## config.mk

```make
export PLATFORM = sky130hd
export DESIGN_NAME = identifier_block
export DESIGN_NICKNAME = d
export VERILOG_FILES = /design/src/rtl/can_pkg.sv /design/src/rtl/identifier_block_id_assemble.sv /design/src/rtl/identifier_block.sv
export SDC_FILE = /design/constraint.sdc
export NUM_CORES = 1
export LEC_CHECK = 0
export ABC_AREA = 1
export BUFFER_PORTS_ARGS = -buffer_cell sky130_fd_sc_hd__buf_2
export CORE_ASPECT_RATIO = 1.1
export CORE_MARGIN = 3
export CORE_UTILIZATION = 48
export DETAILED_ROUTE_END_ITERATION = 7
export PLACE_DENSITY = 0.82
export SLEW_MARGIN = 20
export SYNTH_ARGS = -nofsm -noshare
export SYNTH_HDL_FRONTEND = slang
export SYNTH_SLANG_ARGS = --single-unit
```

## constraint.sdc

```tcl
create_clock -name SP -period 1.4 [get_ports SP]
set_input_delay 0.07 -clock SP [delete_from_list [all_inputs] [get_ports SP]]
set_output_delay 0.07 -clock SP [all_outputs]
set_load 0.01 [all_outputs]
```

## src/rtl/can_pkg.sv

```systemverilog
// Shared CAN identifier types and widths for the frame decoder.
// Latency: n/a (declarations only).
// Backpressure: n/a.
package can_pkg;

  localparam int STD_ID_W = 11;
  localparam int EXT_ID_W = 18;
  localparam int ID_W     = STD_ID_W + EXT_ID_W;

  typedef logic [ID_W-1:0] can_id_t;

  typedef enum logic {
    FMT_STD = 1'b0,
    FMT_EXT = 1'b1
  } frame_fmt_t;

endpackage

```

## src/rtl/identifier_block_id_assemble.sv

```systemverilog
// Builds the 29-bit identifier word from base/extension fields and the frame format.
// Latency: purely combinational.
// Backpressure: none; output follows inputs.
//
// Ports:
//   idf    - base identifier ID[28:18]
//   idf_ex - extension identifier ID[17:0]
//   fmt    - FMT_STD: word = zero-extended base id; FMT_EXT: word = {idf, idf_ex}
//   word   - assembled identifier
module id_assemble
  import can_pkg::*;
(
  input  logic [STD_ID_W-1:0] idf,
  input  logic [EXT_ID_W-1:0] idf_ex,
  input  frame_fmt_t          fmt,
  output can_id_t             word
);

  always_comb begin
    word = '0;
    case (fmt)
      FMT_EXT: word = {idf, idf_ex};
      default: word = {{EXT_ID_W{1'b0}}, idf};
    endcase
  end

endmodule

```

## src/rtl/identifier_block.sv

```systemverilog
// Identifier assembly stage: latches the CAN identifier into IDTFR on a rising edge of F_IDF.
// Latency: IDTFR updates on the same SP edge that first samples F_IDF high (valid one edge later).
// Backpressure: none; captures are level-to-edge converted, extra high cycles are ignored.
//
// Ports:
//   SP     - sample-point clock, all state on its rising edge
//   reset  - asynchronous active-low reset
//   IDF    - base identifier ID[28:18]
//   IDF_EX - extension identifier ID[17:0]
//   IDE    - 0 = standard frame, 1 = extended frame
//   F_IDF  - identifier-field-complete level flag
//   IDTFR  - registered assembled identifier
//
// Build option: IDENTIFIER_BLOCK_ACC_FILTER_EN enables acceptance filtering of
// captured words against ACC_CODE/ACC_MASK (mask bit 1 = bit must match).
module identifier_block
  import can_pkg::*;
#(
  parameter int             STD_W    = STD_ID_W,
  parameter int             EXT_W    = EXT_ID_W,
  parameter logic [ID_W-1:0] ACC_CODE = '0,
  parameter logic [ID_W-1:0] ACC_MASK = '0
) (
  input  logic                   SP,
  input  logic                   reset,
  input  logic [STD_W-1:0]       IDF,
  input  logic [EXT_W-1:0]       IDF_EX,
  input  logic                   IDE,
  input  logic                   F_IDF,
  output logic [STD_W+EXT_W-1:0] IDTFR
);

  can_id_t    word;
  frame_fmt_t fmt;
  logic       capture;
  logic       accept;

  logic       f_idf_q, f_idf_d;
  can_id_t    idtfr_q, idtfr_d;

  assign fmt = frame_fmt_t'(IDE);

  id_assemble u_id_assemble (
    .idf    (IDF),
    .idf_ex (IDF_EX),
    .fmt    (fmt),
    .word   (word)
  );

  // History is cleared by reset, so F_IDF already high on the first edge
  // after release is treated as a fresh rising edge.
  assign capture = F_IDF & ~f_idf_q;

`ifdef IDENTIFIER_BLOCK_ACC_FILTER_EN
  assign accept = ((word ^ ACC_CODE) & ACC_MASK) == '0;
`else
  assign accept = 1'b1;
  logic unused_acc_params;
  assign unused_acc_params = ^{ACC_CODE, ACC_MASK};
`endif

  always_comb begin
    f_idf_d = F_IDF;
    idtfr_d = idtfr_q;
    if (capture && accept) begin
      idtfr_d = word;
    end
  end

  always_ff @(posedge SP or negedge reset) begin
    if (!reset) begin
      f_idf_q <= 1'b0;
      idtfr_q <= '0;
    end else begin
      f_idf_q <= f_idf_d;
      idtfr_q <= idtfr_d;
    end
  end

  assign IDTFR = idtfr_q;

endmodule

```

==> results of run 1 <==
[cells in the final DEF, fill, tap and decap left out]
| cell | instances |
|---|---|
| o21ai_1 | 10 |
| clkbuf_8 | 1 |
| nand2_1 | 102 |
| o21ai_0 | 8 |
| buf_12 | 1 |
| clkbuf_4 | 5 |
| inv_1 | 2 |
| buf_4 | 1 |
| buf_2 | 61 |
| nand2_2 | 1 |
| dfrtp_1 | 30 |
| inv_2 | 1 |
| dlygate4sd3_1 | 9 |
[logic make-up (layout without fill, tap and decap cells)]
group | count (synthesis) | after routing | synth area share
AOI/OAI and AO/OA | 18 | 18 | 0.06786
buffers and inverters | 13 | 81 | 0.07351
and+or+nand+nor | 103 | 103 | 0.2931
DFF | 30 | 30 | 0.5655
[area by class of cell]
class	count	area [sq um]
timing repair buffer	72	422.9
sequential	30	750.7
fill	239	813.3
tap	31	38.79
multi-input combinational	121	479.2
inverter	3	11.26
clock buffer	6	51.30
[power by group through the flow]
stage / sequential (mW) / combinational, mW / clock [mW]
3_3_place_gp: 1.03 / 0.378 / 0
5_1_grt: 1.03 / 0.456 / 0.547
3_5_place_dp: 1.03 / 0.390 / 0
6_report: 1.02 / 0.405 / 0.484
2_1_floorplan: 1.08 / 0.158 / 0
4_1_cts: 1.02 / 0.407 / 0.510
[registers in the layout, summed over array words and instances (netlist names)]
signal,cells
IDTFR,29
f_idf_q,1
[through the flow]
| stage | setup slack [ns] | std cells | util | area (sq um) | hold slack, ns |
|---|---|---|---|---|---|
| after floorplan | 0.4615 | 164 | - | 1328 | -0.2256 |
| after global placement | 0.4220 | 248 | 0.6282 | 1613 | 0.1314 |
| after detailed placement | 0.3591 | 248 | 0.6282 | 1613 | 0.1361 |
| after CTS | 0.3271 | 261 | 0.6754 | 1734 | 0.0005629 |
| after global routing | 0.2580 | 263 | 0.6832 | 1754 | 0.004109 |
| final | 0.3129 | 263 | 0.6832 | 1754 | 0.01851 |
[worst min path at each step]
stage	endpoint	depth (start not counted)	start
final	IDTFR[24]	3	IDF[6]
after detailed placement	IDTFR[12]	1	reset
after floorplan	IDTFR[0]	0	reset
after global placement	IDTFR[13]	1	reset
after CTS	IDTFR[20]	3	IDF[2]
after global routing	IDTFR[27]	3	IDF[9]
[synthesized netlist by cell type]
library cell and count:
nand2_1 102, dfrtp_1 30, o21ai_1 10, o21ai_0 8, buf_6 5, buf_4 2
clkbuf_2 2, inv_1 2, buf_2 1, inv_2 1, nand2_2 1
[worst register-to-register path: stages (launching register included)]
cell     delay (ns)
dfrtp_1        0.37
inv_1          0.06
nand2_2        0.13
buf_12         0.21
nand2_1        0.06
o21ai_0        0.08
[routing by layer]
| layer | vias up | track usage |
|---|---|---|
| li1 | 638 | - |
| met3 | 6 | 0.06499 |
| met2 | 56 | 0.3022 |
| met4 | 0 | 0.07119 |
| met1 | 551 | 0.2405 |
| met5 | - | 0 |
[timing repair]
action / 4_1_cts / 5_1_grt
endpoints found under the hold margin: 36 / 2
buffers inserted: 0 / 0
hold buffers: 7 / 2
==> flow_metrics.py, run 1 <==
metrics = {
    "synthesis": {
        "yosysTopAreaCellShare": 0.5655,
        "postSynthCellCount": 164,
        "seq_area_frac_synth": 0.5655,
        "ys_types": 11,
        "syn_area_sq_um": 1328,
        "synth.avg_cell_area_sq_um": 8.095,
        "synth.area.top_cells": "dfrtp_1 (57%), nand2_1 (29%), buf_6 (4.2%), o21ai_1 (3.8%), o21ai_0 (3.0%)",
        "syn_nets": 197,
        "ys_warn_count": 0,
        "ys_ff_latch": 30,
        "yosysTopAreaCell": "dfrtp_1",
    },
    "drt": {
        "wl_met1_um": 1358,
        "routedWlPerCell_um": 11.81,
        "drtPass1Iterations": 4,
        "drc": 0,
        "maxUsedRoutingLayer": "met4",
        "ant_nets": 0,
        "wl_met2_um": 1430,
        "vias": 1251,
        "wl_um": 3105,
        "viasPerCell": 4.757,
        "wl_met3_um": 275,
        "drtIter0Drc": 60,
    },
    "setup_path": {
        "startpoint": "F_IDF",
        "cp_cell_sequence": "dlygate4sd3_1, buf_2, nand2_2, buf_12, nand2_1, o21ai_1",
        "max_stage_delay_ns": 0.55,
        "cp_data_arrival_time_ns": 1.33,
        "crit_family": "buffers and inverters",
        "rr_endpoint": "IDTFR[11]",
        "r2r-start": "f_idf_q",
        "end_kind": "flip-flop",
        "critPathRequiredTime_ns": 1.65,
        "startpoint_type": "input port",
        "crit_buf_inv": 3,
        "cp_slowest_cell": "dlygate4sd3_1",
        "rrSetupSlack_ns": 0.36,
        "r2r_cells": 5,
        "crit_path_end": "IDTFR[19]",
        "cp.depth": 6,
        "path_class": "in -> reg",
        "cp_max_fo": 38,
    },
    "global_routing": {
        "antenna_found_initial": 0,
        "grt_usage": 0.1884,
        "grt_overflow": 0,
        "grt_pass1_vias": 1080,
        "grt_pass1_wl_um": 4843,
        "grt_max_degree": 39,
    },
    "min_path": {
        "hold_path.class": "in -> reg",
    },
    "clock_network": {
        "cts-root-buf": "clkbuf_4",
        "clkSinkCount": 30,
        "cts.repair.resized": 0,
        "cts_buffers": 5,
        "tritoncts": "yes",
        "insertion_delay_ns": 0.32,
        "h-tree-depth": 2,
        "clkTransAtPathRegs_ns": 0.08,
        "clock_tree.buffer_depth": 2,
    },
    "cells_and_area": {
        "area_delta_synth_final_pct": 32.14,
        "layout-drive-gt1-share": 0.3060,
        "antennaDiodeCount": 0,
        "nets": 266,
    },
    "floorplanning": {
        "die_y_um": 61.16,
        "io_pins": 62,
        "initial_utilization": 0.5171,
        "core_sq_um": 2567,
        "dieArea_sq_um": 3433,
        "die_x_um": 56.14,
        "num_rows": 19,
    },
    "timing": {
        "finalClockSkew_ns": 0.005368,
        "report.final.slew_viol_count": 0,
        "layout_min_cycle_time_ns": 1.087,
        "rsz0062_at_grt": "false",
        "worst_slew_pin_slew_ns": 0.6540,
        "hold_viol": 0,
        "setup_viol_count_final": 0,
        "fin_crit_sh": 0.7765,
        "slew_headroom": 0.5640,
        "setup_tns_ns": 0,
        "max_freq_mhz": 919.9,
    },
    "place": {
        "port_buffers": 61,
        "gp_congestion": 0.7104,
        "dp_hpwl_um": 2207,
    },
    "power_and_ir_drop": {
        "intPower_mw": 1.368,
        "finalPower_mw": 1.905,
        "switchingPower_mw": 0.5367,
        "vdd_drop_max_uv": 756.4,
        "power.density_nw_per_um2": 1086,
        "comb_power_share": 0.213,
        "leakage_nw": 1.032,
        "clkPwrFrac": 0.254,
        "p_seq_frac": 0.533,
        "sw_frac_of_total": 0.2818,
    },
    "run_status": {
        "outcome": "completed",
    },
    "run": {
        "maxCapViolCount": 0,
    },
}
No activity file was read; power rests on OpenSTA's default activity.
==> run 2, diff against run 1 <==
--- a/config.mk
+++ b/config.mk
@@ -5,13 +5,13 @@
 export SDC_FILE = /design/constraint.sdc
 export NUM_CORES = 1
 export LEC_CHECK = 0
-export ABC_AREA = 1
+export ABC_AREA = 0
 export BUFFER_PORTS_ARGS = -buffer_cell sky130_fd_sc_hd__buf_2
 export CORE_ASPECT_RATIO = 1.1
 export CORE_MARGIN = 3
-export CORE_UTILIZATION = 48
+export CORE_UTILIZATION = 47
 export DETAILED_ROUTE_END_ITERATION = 7
-export PLACE_DENSITY = 0.82
+export PLACE_DENSITY = 0.79
 export SLEW_MARGIN = 20
 export SYNTH_ARGS = -nofsm -noshare
 export SYNTH_HDL_FRONTEND = slang
==> constraint.sdc (replaced) <==
create_clock -name SP -period 1.07 [get_ports SP]
set_input_delay 0.0535 -clock SP [delete_from_list [all_inputs] [get_ports SP]]
set_output_delay 0.0535 -clock SP [all_outputs]
set_load 0.01 [all_outputs]
==> flow_metrics.py, run 2 <==
metrics = {
    "synthesis": {
        "syn_nets": 146,
        "yosysTopAreaCellShare": 0.5159,
        "synth_common_cells": "dfrtp_1 (30), mux2_4 (22), inv_1 (18), mux2i_1 (18), nand2_1 (18)",
        "ys_ff_latch": 30,
        "synthArstFlopShare": 1.000,
        "synth.area.top_cells": "dfrtp_1 (52%), mux2_4 (23%), mux2i_1 (12%), inv_1 (4.6%), nand2_1 (4.6%)",
        "synth-main-ff-cell": "dfrtp_1",
        "ys_warn_count": 0,
        "syn_area_sq_um": 1455,
        "synth_edf_count": 0,
        "postSynthCellCount": 113,
        "yosysMostFrequentCell": "dfrtp_1",
        "seq_area_frac_synth": 0.5159,
        "synth.avg_cell_area_sq_um": 12.88,
        "yosysTopAreaCell": "dfrtp_1",
        "ys_types": 9,
    },
    "floorplanning": {
        "die_y_um": 64.36,
        "die_x_um": 59.05,
        "dieArea_sq_um": 3800,
        "io_pins": 62,
        "core_sq_um": 2853,
        "num_rows": 20,
        "initial_utilization": 0.5101,
    },
    "clock_network": {
        "tritoncts": "yes",
        "clock_tree.buffer_depth": 2,
        "clkSinkCount": 30,
        "clkTransAtPathRegs_ns": 0.08,
        "cts-root-buf": "clkbuf_4",
        "insertion_delay_ns": 0.32,
        "cts_buffers": 5,
        "h-tree-depth": 2,
    },
    "cells_and_area": {
        "nets": 240,
        "layout-drive-gt1-share": 0.4976,
        "final_common_cell": "buf_2",
        "fin_area_sq_um": 2130,
        "area_delta_synth_final_pct": 46.35,
        "largest_reg_flops": 29,
        "final_cell_mix": "buf_2 (61), dfrtp_1 (30), mux2_4 (22)",
        "antennaDiodeCount": 0,
        "final-instance-count-excl-fill": 240,
    },
    "setup_path": {
        "startpoint_type": "flip-flop",
        "critPathRequiredTime_ns": 1.28,
        "cp_cell_sequence": "nor2b_4, buf_6, mux2_4",
        "cp_max_fo": 8,
        "cp_slowest_cell": "dfrtp_1",
        "end_kind": "flip-flop",
        "max_stage_delay_ns": 0.41,
        "r2r_cells": 3,
        "cp_data_arrival_time_ns": 1.37,
        "path_class": "reg -> reg",
    },
    "place": {
        "post-place-cells": 212,
        "gp_congestion": 0.7143,
        "dp_hpwl_um": 2368,
        "port_buffers": 61,
        "placed_cell_area_sq_um": 1852,
    },
    "global_routing": {
        "grt_usage": 0.1909,
        "grt_max_degree": 31,
        "grt_overflow": 0,
        "antenna_found_initial": 0,
        "grt_pass1_wl_um": 5299,
        "grt_pass1_vias": 1165,
    },
    "timing": {
        "slew_headroom": 0.7486,
        "max_freq_mhz": 860.6,
        "fin_crit_sh": 1.086,
        "rsz0062_at_grt": "true",
        "setup_viol_count_final": 26,
        "hold_ws_ns": 0.01733,
        "layout_min_cycle_time_ns": 1.162,
        "hold_viol": 0,
        "finalClockSkew_ns": 0.007427,
        "fin_ws_ns": -0.09196,
        "report.final.slew_viol_count": 0,
        "worst_slew_pin_slew_ns": 0.3771,
    },
    "drt": {
        "wl_um": 3378,
        "viasPerCell": 4.763,
        "routedWlPerCell_um": 14.08,
        "drtIter0Drc": 26,
        "drc": 0,
        "drtPass1Iterations": 4,
        "ant_nets": 0,
        "vias": 1143,
    },
    "run": {
        "maxCapViolCount": 0,
    },
    "power_and_ir_drop": {
        "sw_frac_of_total": 0.2800,
        "clkPwrFrac": 0.214,
        "leakage_nw": 1.154,
        "comb_power_share": 0.286,
        "switchingPower_mw": 0.7746,
        "p_seq_frac": 0.501,
        "finalPower_mw": 2.766,
        "power.density_nw_per_um2": 1299,
        "intPower_mw": 1.992,
        "vdd_drop_max_uv": 959.0,
    },
    "run_status": {
        "violations": "setup timing",
        "outcome": "finished, violations left",
    },
    "min_path": {
        "hold_path.class": "in -> reg",
        "worstHoldPathCells": 3,
    },
}
run 2: per-stage QoR:
stage	setup TNS [ns]	setup WS [ns]	utilization
finish	-1.465	-0.09196	0.7465
detailed placement	-1.337	-0.08041	0.6491
CTS	-1.456	-0.08154	0.7325
floorplan	-0.5046	-0.02581	-
global placement	-0.4946	-0.03666	0.6491
global route	-2.976	-0.1429	0.7465
run 2: per-layer routing:
metal	vias to the layer above	GRT usage	wire (um)
li1	546	-	-
met1	548	0.2104	1264
met2	36	0.3273	1832
met3	13	0.04848	180
met4	0	0.1020	100
met5	-	0	0
run 2: power by group through the flow:
stage / Sequential, mW / Combinational, mW / Clock [mW]
2_1_floorplan: 1.48 / 0.318 / 0
6_report: 1.38 / 0.790 / 0.592
5_1_grt: 1.41 / 0.855 / 0.669
3_3_place_gp: 1.40 / 0.696 / 0
4_1_cts: 1.39 / 0.781 / 0.617
3_5_place_dp: 1.40 / 0.725 / 0
run 2: cell families (layout without fill, tap and decap cells):
kind of cell           after synthesis  in the layout  synth area share
muxes                               40             40            0.3508
DFF                                 30             30            0.5159
buffers and inverters               24            118           0.08082
and+or+nand+nor                     19             19           0.05245
run 2: final timing paths:
check / from / to / slack, ns
max reg2reg: f_idf_q / IDTFR[7] / -0.09
min: IDF[9] / IDTFR[27] / 0.02
min in group asynchronous: reset / IDTFR[9] / 0.26
max in group asynchronous: reset / IDTFR[3] / 0.52
max: f_idf_q / IDTFR[7] / -0.09
min reg2reg: IDTFR[15] / IDTFR[15] / 0.52
run 2: layout make-up:
class	instances	area, sq um
timing repair buffer	93	633.1
clock buffer	7	45.04
multi-input combinational	59	591.8
inverter	18	67.56
sequential	30	750.7
tap	33	41.29
fill	196	723.2
run 2: worst max-delay path: cells and delay by family, from the launching register on:
kind / cells / cell delay (ns)
DFF: 1 / 0.41
muxes: 1 / 0.30
and+or+nand+nor: 1 / 0.17
buffers and inverters: 1 / 0.17
run 2: repair_timing:
action,CTS,global route
setup buffers,1,2
resized for setup,4,4
endpoints found under the hold margin,46,1
setup endpoints to repair,23,26
hold buffers,17,1
==> run 3, diff against run 2 <==
--- a/config.mk
+++ b/config.mk
@@ -12,6 +12,7 @@
 export CORE_UTILIZATION = 47
 export DETAILED_ROUTE_END_ITERATION = 7
 export PLACE_DENSITY = 0.79
+export RECOVER_POWER = 100
 export SLEW_MARGIN = 20
 export SYNTH_ARGS = -nofsm -noshare
 export SYNTH_HDL_FRONTEND = slang
==> constraint.sdc (replaced) <==
create_clock -name SP -period 1.07 [get_ports SP]
set_input_delay 0.1605 -clock SP [delete_from_list [all_inputs] [get_ports SP]]
set_output_delay 0.1605 -clock SP [all_outputs]
set_load 0.01 [all_outputs]
==> flow_metrics.py, run 3 (synthesis gave the netlist of run 2 again) <==
metrics = {
    "global_routing": {
        "grt_pass1_wl_um": 5375,
        "grt_max_degree": 17,
        "grt_usage": 0.1900,
        "grt_overflow": 0,
        "antenna_found_initial": 0,
        "grt_pass1_vias": 1179,
    },
    "power_and_ir_drop": {
        "vdd_drop_max_uv": 1097,
        "leakage_nw": 1.087,
        "power.density_nw_per_um2": 1419,
        "finalPower_mw": 2.826,
    },
    "drt": {
        "vias": 1084,
        "routedWlPerCell_um": 14.45,
        "drtPass1Iterations": 4,
        "wl_um": 3223,
        "drc": 0,
        "ant_nets": 0,
        "viasPerCell": 4.861,
        "drtIter0Drc": 42,
    },
    "setup_path": {
        "startpoint": "f_idf_q",
        "end_kind": "flip-flop",
        "cp_data_arrival_time_ns": 1.37,
        "crit_family": "flip-flops",
        "cp_cell_sequence": "nor2b_4, buf_12, mux2_4",
        "cp_slowest_cell": "dfrtp_1",
        "path_class": "reg -> reg",
        "max_stage_delay_ns": 0.40,
        "cp_max_fo": 11,
        "critPathRequiredTime_ns": 1.27,
        "startpoint_type": "flip-flop",
        "r2r-start": "f_idf_q",
        "crit_buf_inv": 1,
    },
    "run_status": {
        "violations": "setup timing",
        "outcome": "finished, violations left",
    },
    "place": {
        "port_buffers": 61,
        "post-place-cells": 211,
        "gp_congestion": 0.7550,
        "placed_cell_area_sq_um": 1894,
        "dp_hpwl_um": 2537,
    },
    "timing": {
        "hold_ws_ns": 0.08884,
        "hold_viol": 0,
        "slew_headroom": 0.7333,
        "fin_ws_ns": -0.09795,
        "max_freq_mhz": 856.2,
        "setup_viol_count_final": 27,
        "report.final.slew_viol_count": 0,
        "finalClockSkew_ns": 0.007783,
        "rsz0062_at_grt": "true",
        "fin_crit_sh": 1.092,
        "worst_slew_pin_slew_ns": 0.4000,
        "layout_min_cycle_time_ns": 1.168,
    },
    "floorplanning": {
        "initial_utilization": 0.5101,
        "dieArea_sq_um": 3800,
        "core_sq_um": 2853,
        "num_rows": 20,
        "die_y_um": 64.36,
        "io_pins": 62,
        "die_x_um": 59.05,
    },
    "clock_network": {
        "insertion_delay_ns": 0.32,
        "tritoncts": "yes",
        "h-tree-depth": 2,
        "clkSinkCount": 30,
        "cts_buffers": 5,
        "clkTransAtPathRegs_ns": 0.09,
        "cts-root-buf": "clkbuf_4",
        "clock_tree.buffer_depth": 2,
    },
    "cells_and_area": {
        "final-instance-count-excl-fill": 223,
        "area_delta_synth_final_pct": 36.89,
        "multi_input_area_sq_um": 591.8,
        "final_common_cell": "buf_2",
        "fin_util": 0.6982,
        "nFillCells": 218,
        "nets": 222,
        "layout-drive-gt1-share": 0.5316,
        "seq_area_sq_um": 750.7,
        "fin_area_sq_um": 1992,
        "final_cell_mix": "buf_2 (37), dfrtp_1 (30), clkbuf_2 (23)",
        "antennaDiodeCount": 0,
        "largest_reg_flops": 29,
    },
    "run": {
        "maxCapViolCount": 0,
    },
    "min_path": {
        "hold_path.class": "in -> reg",
        "hp-start": "IDF[6]",
    },
}
==> run 3: worst paths after layout <==
check                                 end  slack [ns]  depth (start not counted)
max in group asynchronous       IDTFR[26]        0.09                          3
min in group asynchronous        IDTFR[9]        0.30                          2
worst min-delay path            IDTFR[24]        0.09                          3
worst max-delay path             IDTFR[0]        -0.1                          3
worst max register to register   IDTFR[0]        -0.1                          3
worst min register to register   IDTFR[4]        0.51                          1
==> run 3: metal layers <==
layer	vias up	GRT usage	share of wire
met5	-	0	0
met4	0	0.09348	0.029
met3	10	0.05455	0.053
met2	31	0.3398	0.56
met1	530	0.1961	0.36
li1	513	-	-
==> run 3: final cells by class <==
class | count | share of cell area
clock buffers | 7 | 0.02764
clock inverters | 1 | 0.002513
inverters | 18 | 0.03392
multi-input cells | 59 | 0.2971
flip-flops and latches | 30 | 0.3769
well taps | 33 | 0.02073
repair buffers | 75 | 0.2412
==> run 3: timing repair <==
item | 4_1_cts | 5_1_grt
resized for setup | 2 | 0
buffers inserted | 1 | 1
setup endpoints to repair | 23 | 29
hold endpoints to repair | 16 | 0
hold buffers | 2 | 0
==> run 3: power by group <==
group	internal, mW	total (mW)	switching [mW]
Combinational	0.417	0.753	0.336
Clock	0.318	0.687	0.369
Sequential	1.30	1.39	0.0915
Total	2.03	2.83	0.796
==> run 3: per-stage QoR <==
stage / setup slack, ns / setup TNS [ns]
6_report: -0.09795 / -1.643
5_1_grt: -0.1408 / -3.324
4_1_cts: -0.09878 / -1.753
3_5_place_dp: -0.09194 / -1.555
3_3_place_gp: -0.05521 / -0.8695
2_1_floorplan: -0.02581 / -0.5046
==> run 3: worst reg2reg max path, cell delays in order, from the launching register on <==
cell	delay, ns
dfrtp_1	0.40
nor2b_4	0.18
buf_12	0.17
mux2_4	0.30
